$ cat src/rtl/instr_fetch_unit.sv
// instr_fetch_unit: owns PC, IR and a return-address stack (RAS).
// It fetches instruction words over an IMEM req/valid handshake and applies
// PC commands (increment, jump, call, return) from the control unit.
// Optional feature macro: IFU_STACK_CHECK_EN. When it is defined, a push on a
// full stack is dropped and a pop on an empty stack is refused. Each case sets
// a sticky flag. Without the macro the stack overwrites its oldest entry and a
// pop on empty returns 0.
module instr_fetch_unit #(
   parameter int INSTR_W   = 19,
   parameter int OPCODE_W  = 5,
   parameter int ADDR_W    = 14,
   parameter int RAS_DEPTH = 8,
   parameter int RESET_PC  = 0
) (
   input  logic                         clk_i,
   input  logic                         rst_ni,
   input  logic                         fetch_req_i,
   input  logic                         inc_pc_i,
   input  logic                         load_pc_i,
   input  logic                         push_ra_i,
   input  logic                         pop_ra_i,
   output logic                         imem_req_o,
   output logic [ADDR_W-1:0]            imem_addr_o,
   input  logic [INSTR_W-1:0]           imem_rdata_i,
   input  logic                         imem_valid_i,
   output logic [OPCODE_W-1:0]          opcode_o,
   output logic [ADDR_W-1:0]            operand_o,
   output logic                         ir_valid_o,
   output logic                         busy_o,
   output logic [ADDR_W-1:0]            pc_o,
   output logic [$clog2(RAS_DEPTH):0]   ras_count_o,
   output logic                         stk_ovf_o,
   output logic                         stk_unf_o
);

   localparam int SW = $clog2(RAS_DEPTH);
   localparam int CW = SW + 1;

   typedef enum logic {S_IDLE, S_WAIT} state_e;

   state_e              state_q, state_d;
   logic                req_q, req_d;
   logic [ADDR_W-1:0]   addr_q, addr_d;
   logic [INSTR_W-1:0]  ir_q, ir_d;
   logic                irv_q, irv_d;
   logic [ADDR_W-1:0]   pc_q, pc_d;
   logic [SW-1:0]       sp_q, sp_d;      // next free slot; top is sp_q-1
   logic [CW-1:0]       cnt_q, cnt_d;
   logic [ADDR_W-1:0]   ras_q [RAS_DEPTH];
   logic                ras_we;
   logic [SW-1:0]       ras_wa;
   logic [SW-1:0]       top_idx;
   logic [ADDR_W-1:0]   ras_top;
   logic                empty, full;
   logic                ovf_q, ovf_d, unf_q, unf_d;

   assign top_idx = sp_q - SW'(1);
   assign ras_top = ras_q[top_idx];
   assign empty   = (cnt_q == '0);
   assign full    = (cnt_q == CW'(RAS_DEPTH));

   // Fetch FSM next state: latch the address at request, capture IR on valid
   always_comb begin
      state_d = state_q;
      req_d   = req_q;
      addr_d  = addr_q;
      ir_d    = ir_q;
      irv_d   = irv_q;
      case (state_q)
         S_IDLE: if (fetch_req_i) begin
            state_d = S_WAIT;
            req_d   = 1'b1;
            addr_d  = pc_q;
            irv_d   = 1'b0;
         end
         S_WAIT: if (imem_valid_i) begin
            state_d = S_IDLE;
            req_d   = 1'b0;
            ir_d    = imem_rdata_i;
            irv_d   = 1'b1;
         end
         default: state_d = S_IDLE;
      endcase
   end

   // PC and RAS next state, priority POP > LOAD > INC, independent of fetch
   always_comb begin
      pc_d   = pc_q;
      sp_d   = sp_q;
      cnt_d  = cnt_q;
      ras_we = 1'b0;
      ras_wa = sp_q;
      ovf_d  = ovf_q;
      unf_d  = unf_q;
      if (pop_ra_i) begin
         if (empty) begin
`ifdef IFU_STACK_CHECK_EN
            unf_d = 1'b1;
`else
            pc_d  = '0;
`endif
            // A push in the same cycle still lands normally on an empty stack
            if (push_ra_i) begin
               ras_we = 1'b1;
               sp_d   = sp_q + SW'(1);
               cnt_d  = CW'(1);
            end
         end else begin
            pc_d = ras_top;
            if (push_ra_i) begin
               // Swap: replace the top with the current PC, depth unchanged
               ras_we = 1'b1;
               ras_wa = top_idx;
            end else begin
               sp_d  = top_idx;
               cnt_d = cnt_q - CW'(1);
            end
         end
      end else begin
         if (push_ra_i) begin
            if (full) begin
`ifdef IFU_STACK_CHECK_EN
               ovf_d  = 1'b1;
`else
               ras_we = 1'b1;   // circular: overwrites the oldest entry
               sp_d   = sp_q + SW'(1);
`endif
            end else begin
               ras_we = 1'b1;
               sp_d   = sp_q + SW'(1);
               cnt_d  = cnt_q + CW'(1);
            end
         end
         if (load_pc_i)     pc_d = ir_q[ADDR_W-1:0];
         else if (inc_pc_i) pc_d = pc_q + ADDR_W'(1);
      end
   end

   // State registers; reset abandons any fetch in flight
   always_ff @(posedge clk_i or negedge rst_ni) begin
      if (!rst_ni) begin
         state_q <= S_IDLE;
         req_q   <= 1'b0;
         addr_q  <= '0;
         ir_q    <= '0;
         irv_q   <= 1'b0;
         pc_q    <= ADDR_W'(RESET_PC);
         sp_q    <= '0;
         cnt_q   <= '0;
         ovf_q   <= 1'b0;
         unf_q   <= 1'b0;
      end else begin
         state_q <= state_d;
         req_q   <= req_d;
         addr_q  <= addr_d;
         ir_q    <= ir_d;
         irv_q   <= irv_d;
         pc_q    <= pc_d;
         sp_q    <= sp_d;
         cnt_q   <= cnt_d;
         ovf_q   <= ovf_d;
         unf_q   <= unf_d;
      end
   end

   // Stack storage; always written with the PC value from before this edge
   always_ff @(posedge clk_i or negedge rst_ni) begin
      if (!rst_ni) begin
         for (int i = 0; i < RAS_DEPTH; i++) ras_q[i] <= '0;
      end else if (ras_we) begin
         ras_q[ras_wa] <= pc_q;
      end
   end

   assign imem_req_o  = req_q;
   assign imem_addr_o = addr_q;
   assign busy_o      = req_q;
   assign ir_valid_o  = irv_q;
   assign opcode_o    = ir_q[INSTR_W-1 -: OPCODE_W];
   assign operand_o   = ir_q[ADDR_W-1:0];
   assign pc_o        = pc_q;
   assign ras_count_o = cnt_q;
`ifdef IFU_STACK_CHECK_EN
   assign stk_ovf_o   = ovf_q;
   assign stk_unf_o   = unf_q;
`else
   assign stk_ovf_o   = 1'b0;
   assign stk_unf_o   = 1'b0;
`endif

endmodule

$ cat config.mk
export PLATFORM = sky130hd
export DESIGN_NAME = instr_fetch_unit
export DESIGN_NICKNAME = d
export VERILOG_FILES = /design/src/rtl/instr_fetch_unit.sv
export SDC_FILE = /design/constraint.sdc
export NUM_CORES = 1
export LEC_CHECK = 0
export CORE_ASPECT_RATIO = 1.75
export CORE_UTILIZATION = 50
export CTS_CLUSTER_SIZE = 12
export DETAILED_ROUTE_END_ITERATION = 8
export DONT_BUFFER_PORTS = 1
export PLACE_DENSITY = 0.76
export SLEW_MARGIN = 20
export SYNTH_ARGS = -nofsm -noshare
export SYNTH_HDL_FRONTEND = slang
export SYNTH_SLANG_ARGS = --single-unit
export TNS_END_PERCENT = 20
$ cat constraint.sdc
create_clock -name clk_i -period 3.9 [get_ports clk_i]
set_input_delay 0.78 -clock clk_i [delete_from_list [all_inputs] [get_ports clk_i]]
set_output_delay 0.78 -clock clk_i [all_outputs]
set_load 0.03 [all_outputs]
-- Word level (Yosys, flattened, before mapping)
Cells that the tools add are included.
- register bits after elaboration: 169
- output and inout bits: 56
- word-level logic and storage cells: 74
- $add $sub $neg: 5
- $lt $le $gt $ge: 3
- equal/unequal tests: 6
- muxes and demuxes: 33
- bitwise gates (word level): 3
- reductions and logical operators: 8
- operators by type and width (cell ; count):
    $bwmux W112 ; 1
    $mux W14 ; 7
    $bmux W14 S3 ; 1
    $demux W14 S3 ; 1
    $mux W4 ; 6
    $mux W3 ; 7
    $add A14 B1 Y14 const B ; 1
    $ge A4 B4 Y1 const B ; 2
    $ne A2 B2 Y1 const B ; 4
    $not A3 Y4 ; 2
    $mux W1 ; 7
    $pmux W1 S2 ; 3
    $reduce_and A2 Y1 ; 3
    $add A4 B1 Y4 const B ; 1
    $eq A4 B4 Y1 const B ; 1
    $logic_not A4 Y1 ; 1
    $lt A4 B1 Y1 const B ; 1
    $reduce_and A4 Y1 ; 1
    $sub A4 B1 Y4 const B ; 1
    $add A3 B1 Y3 const B ; 1
    $ne A3 B2 Y1 const B ; 1
    $reduce_bool A3 Y1 ; 1
    $sub A3 B1 Y3 const B ; 1
    $reduce_bool A2 Y1 ; 1
    other kinds (2) ; 2

-- Depth between registers and ports, before layout
- depth after elaboration: 10
- depth in mapped cells: 8
- mapped depth without buffers: 6

-- Least setup slack after synthesis
No wires, ideal clock.
- path type: register to register
- start: register cnt_q[0] (netlist: ras_count_o[0])
- end: register ras_q[31] in the netlist's numbering
- setup time: 125 ps
- data arrival time: 2435 ps
- setup slack: 1340 ps
- stages on the path, launching flop included: 8
- buffers on the path: 1
- path through: dfrtp_1 > inv_1 > ha_1 > nor3b_2 > nor3_1 > o221a_2 > buf_4 > mux2_2
- longest elaborated chain between the ends: 9
- elaborated cells on any way between the ends: 10
- classes of those cells: order compare: 2; mux: 5; bitwise: 1; reduce/logical: 2
- RTL lines (what ; RTL line ; RTL):
    start: declaration ; 48 ; logic [CW-1:0] cnt_q, cnt_d;
    start signal: assignment ; 160 ; cnt_q <= cnt_d;
    $logic_not A4 Y1 (*) ; 59 ; assign empty = (cnt_q == '0);
    $mux W3 (*) ; 96 ; if (empty) begin
    $mux W3 (*) ; 95 ; if (pop_ra_i) begin
    $not A3 Y4 (not written as such) (*) ; 171 ; ras_q[ras_wa] <= pc_q;
    $ge A4 B4 Y1 (not written as such) or $lt A4 B1 Y1 (tied branches) ; 171 ;
    $logic_and A1 B1 Y1 (not written as such) ; 171 ;
    $mux W14 (not written as such) ; 171 ;
    $demux W14 S3 (*) ; 171 ;
    $bwmux W112 (*) ; 171 ;
    end signal: indexed assignment ; 171 ;
    end: declaration ; 49 ; logic [ADDR_W-1:0] ras_q [RAS_DEPTH];
Mark *: on every way between the ends. The rest lies on a longest branch, timed or not.
A chain may end at the register's enable or synchronous reset.

-- Worst setup path in the final report
- start: register cnt_q[0] (netlist: ras_count_o[0])
- end: register ras_q[41] in the netlist's numbering
The elaborated chain is that of the path after synthesis.

==> flow_metrics.tcl <==
set metrics [dict create \
    grt_max_degree 170 \
    dp_hpwl_um 12500 \
    area_delta_synth_final_pct 7.91 \
    place_area_um2 8400 \
    post_cts_buffers 0 \
    most-common-layout-cells "dfrtp_1, mux2_2, mux2_4" \
    htree_levels 4 \
    finalSetupViolations 0 \
    hold_viol 0 \
    p_leak_nw 3.96 \
    hp-class "in2async" \
    ys.warnings.count 0 \
    tns_ps 0 \
    cts_tree "yes" \
    synth_flop_cell "dfrtp_1" \
    rsz0062_at_grt "no" \
    synthArstFlopShare 1.00 \
    io_buffer_count 0 \
    cts_max_path_buffers 2 \
    muxShareOfSynthArea 0.300 \
    p_per_area_nw_per_um2 918 \
    ctsResizeCount 0 \
    synth-edff-count 0 \
    clk_pin_slew_ps 70 \
    clockRootBuffer "clkbuf_16" \
    gp_congestion 0.901 \
    met3_length_um 1050 \
    fp.coreArea_um2 16400 \
    drc 0 \
    maxCapViolations 0 \
    startpoint_type "flip-flop" \
    clk_latency_ps 430 \
    final_nets 610 \
    die_h_um 173 \
    finalWirelength_um 19100 \
    synth_top_family_by_area "multiplexers" \
    drt-initial-drc-count 330 \
    worst_ep_required_time_ps 4220 \
    wl_met1_um 7020 \
    diodes 0 \
    die_x_um 99.5 \
    cp_max_fo 14 \
    finClkSkew_ps 6.62 \
    ir_drop_mv 0.390 \
    stdcell_area_um2 8970 \
    drive_gt1_frac 0.378 \
    track_usage 0.237 \
    end_kind "flip-flop" \
    wire_per_inst_um 23.4 \
    start_util 0.508 \
    yosysSeqAreaShare 0.509 \
    syn_area_per_cell_um2 13.9 \
    netlist_instances 598 \
    drv_slew 0 \
    top_layer "met4" \
    vias 5096 \
    viasPerCell 6.26 \
    synth_cell_types 59 \
    syn_area_um2 8320 \
    wl_met2_um 10400 \
    worst_pin_slew_ps 949 \
    grt_pass1_wl_um 30600 \
    fin_crit_ps 3230 \
    ctsHoldBuffers 0 \
    fmaxAchievable_ghz 0.309 \
    ant_nets 0 \
    mostFrequentLayoutCell "dfrtp_1" \
    status "complete, no violations" \
    synth_simple_gate_area_share 0.0546 \
    grt_pass1_vias 5400 \
    num_rows 62 \
    die-area_um2 17200 \
    fin_crit_sh 0.829 \
    synth_compound_area_frac 0.0739 \
    max_slew_margin 0.363 \
    antenna_found_initial 0 \
    ioPinCount 83 \
    overflow 0 \
    crit_type "reg2reg" \
    synthAdderAreaFrac 0.0114 \
    synth-xor-area-share 0.0137 \
    clock_sinks 169 \
    arrival_ps 3550 \
    numCtsBuffers 17 \
    dr.pass1.iters 5 \
    synth-seq-cells 169 \
]
Yosys cell counts, types with 3 or more instances:
| cell | instances | share of area |
|---|---|---|
| mux2i_1 | 17 | 0.020 |
| o22a_1 | 3 | 0.0032 |
| mux4_2 | 25 | 0.068 |
| clkbuf_1 | 26 | 0.012 |
| nand2b_1 | 4 | 0.0030 |
| o2111ai_2 | 4 | 0.0072 |
| o221a_2 | 3 | 0.0041 |
| buf_4 | 5 | 0.0045 |
| nor2_1 | 11 | 0.0050 |
| mux2_2 | 99 | 0.13 |
| inv_1 | 12 | 0.0054 |
| mux2_4 | 40 | 0.072 |
| buf_2 | 7 | 0.0042 |
| o21ai_0 | 9 | 0.0054 |
| o2111ai_1 | 3 | 0.0032 |
| o31ai_1 | 5 | 0.0045 |
| xor2_1 | 4 | 0.0042 |
| nor4_1 | 5 | 0.0038 |
| dfrtp_1 | 169 | 0.51 |
| mux2_1 | 4 | 0.0054 |
| buf_1 | 4 | 0.0018 |
| nor2b_1 | 3 | 0.0023 |
| buf_6 | 7 | 0.0095 |
| xnor2_1 | 9 | 0.0095 |
| o211ai_1 | 3 | 0.0027 |
| nand4_1 | 6 | 0.0045 |
| o311ai_0 | 3 | 0.0032 |
| o21a_1 | 5 | 0.0045 |
| nand2_1 | 19 | 0.0086 |
| a22oi_1 | 4 | 0.0036 |
| a21oi_1 | 11 | 0.0066 |
| ha_1 | 6 | 0.0090 |
| nand3_1 | 13 | 0.0078 |
| nor3_1 | 12 | 0.0072 |
registers in the layout (all words and copies together), names as in the netlist:
signal / cells
ras_q: 112
ir_q: 19
imem_addr_o: 14
pc_o: 14
ras_count_o: 4
sp_q: 3
busy_o: 1
ir_valid_o: 1
state_q: 1
metrics by stage:
step	std cells	setup WS (ps)	power, mW	hold WS, ps	utilization
final	814	668	8.24	36.4	0.548
after global routing	814	477	8.63	25.7	0.548
after CTS	814	698	8.26	21.5	0.548
after detailed placement	782	781	6.60	478	0.513
after global placement	782	862	6.43	471	0.513
after floorplan	599	1340	5.83	459	-
final cells by class:
cell class / count / area, um2
clock buffer: 18 / 429
clock inverter: 14 / 139
fill: 1269 / 7390
inverter: 13 / 48.8
multi-input combinational: 368 / 3790
sequential: 169 / 4230
tap: 224 / 280
timing repair buffer: 8 / 60.1
worst max-delay path, stage by stage, from the launching register on:
cell and delay [ps]:
dfrtp_1 600, inv_1 170, ha_1 280, nor3b_2 220
nor3_1 760, o221a_2 670, mux2_2 410
logic make-up (layout without fill, tap and decap cells):
kind of cell,Yosys count,count (layout)
mux,185,185
other cells,1,2
simple gates,86,86
compound gates,74,74
xor+xnor,13,13
fa+ha+maj,8,8
buf+inv,62,53
flops,169,169
power by group:
group	internal (mW)	total (mW)	switching (mW)
clock network	0.894	1.64	0.743
logic	1.63	2.95	1.32
registers	2.47	3.65	1.19
total	4.99	8.24	3.25
worst paths after layout:
check	endpoint	cells after the start	slack [ps]	from
worst max-delay path	ras_q[41]$_DFFE_PN0P_	6	670	ras_count_o[0]$_DFFE_PN0P_
worst min-delay path	ir_q[15]$_DFFE_PN0P_	0	40	rst_ni
worst max register to register	ras_q[41]$_DFFE_PN0P_	6	670	ras_count_o[0]$_DFFE_PN0P_
worst min register to register	ras_q[87]$_DFFE_PN0P_	1	490	ras_q[87]$_DFFE_PN0P_
max in group asynchronous	imem_addr_o[1]$_DFFE_PN0P_	0	3530	rst_ni
min in group clk_i	state_q$_DFF_PN0_	1	460	fetch_req_i
routing by layer:
layer  GRT usage  vias to the layer above
met1       0.268                     2680
met2       0.417                      204
met4       0.117                        0
met3      0.0521                       43
met5           0                        -
li1            -                     2169
(Power assumes the default switching activity.)
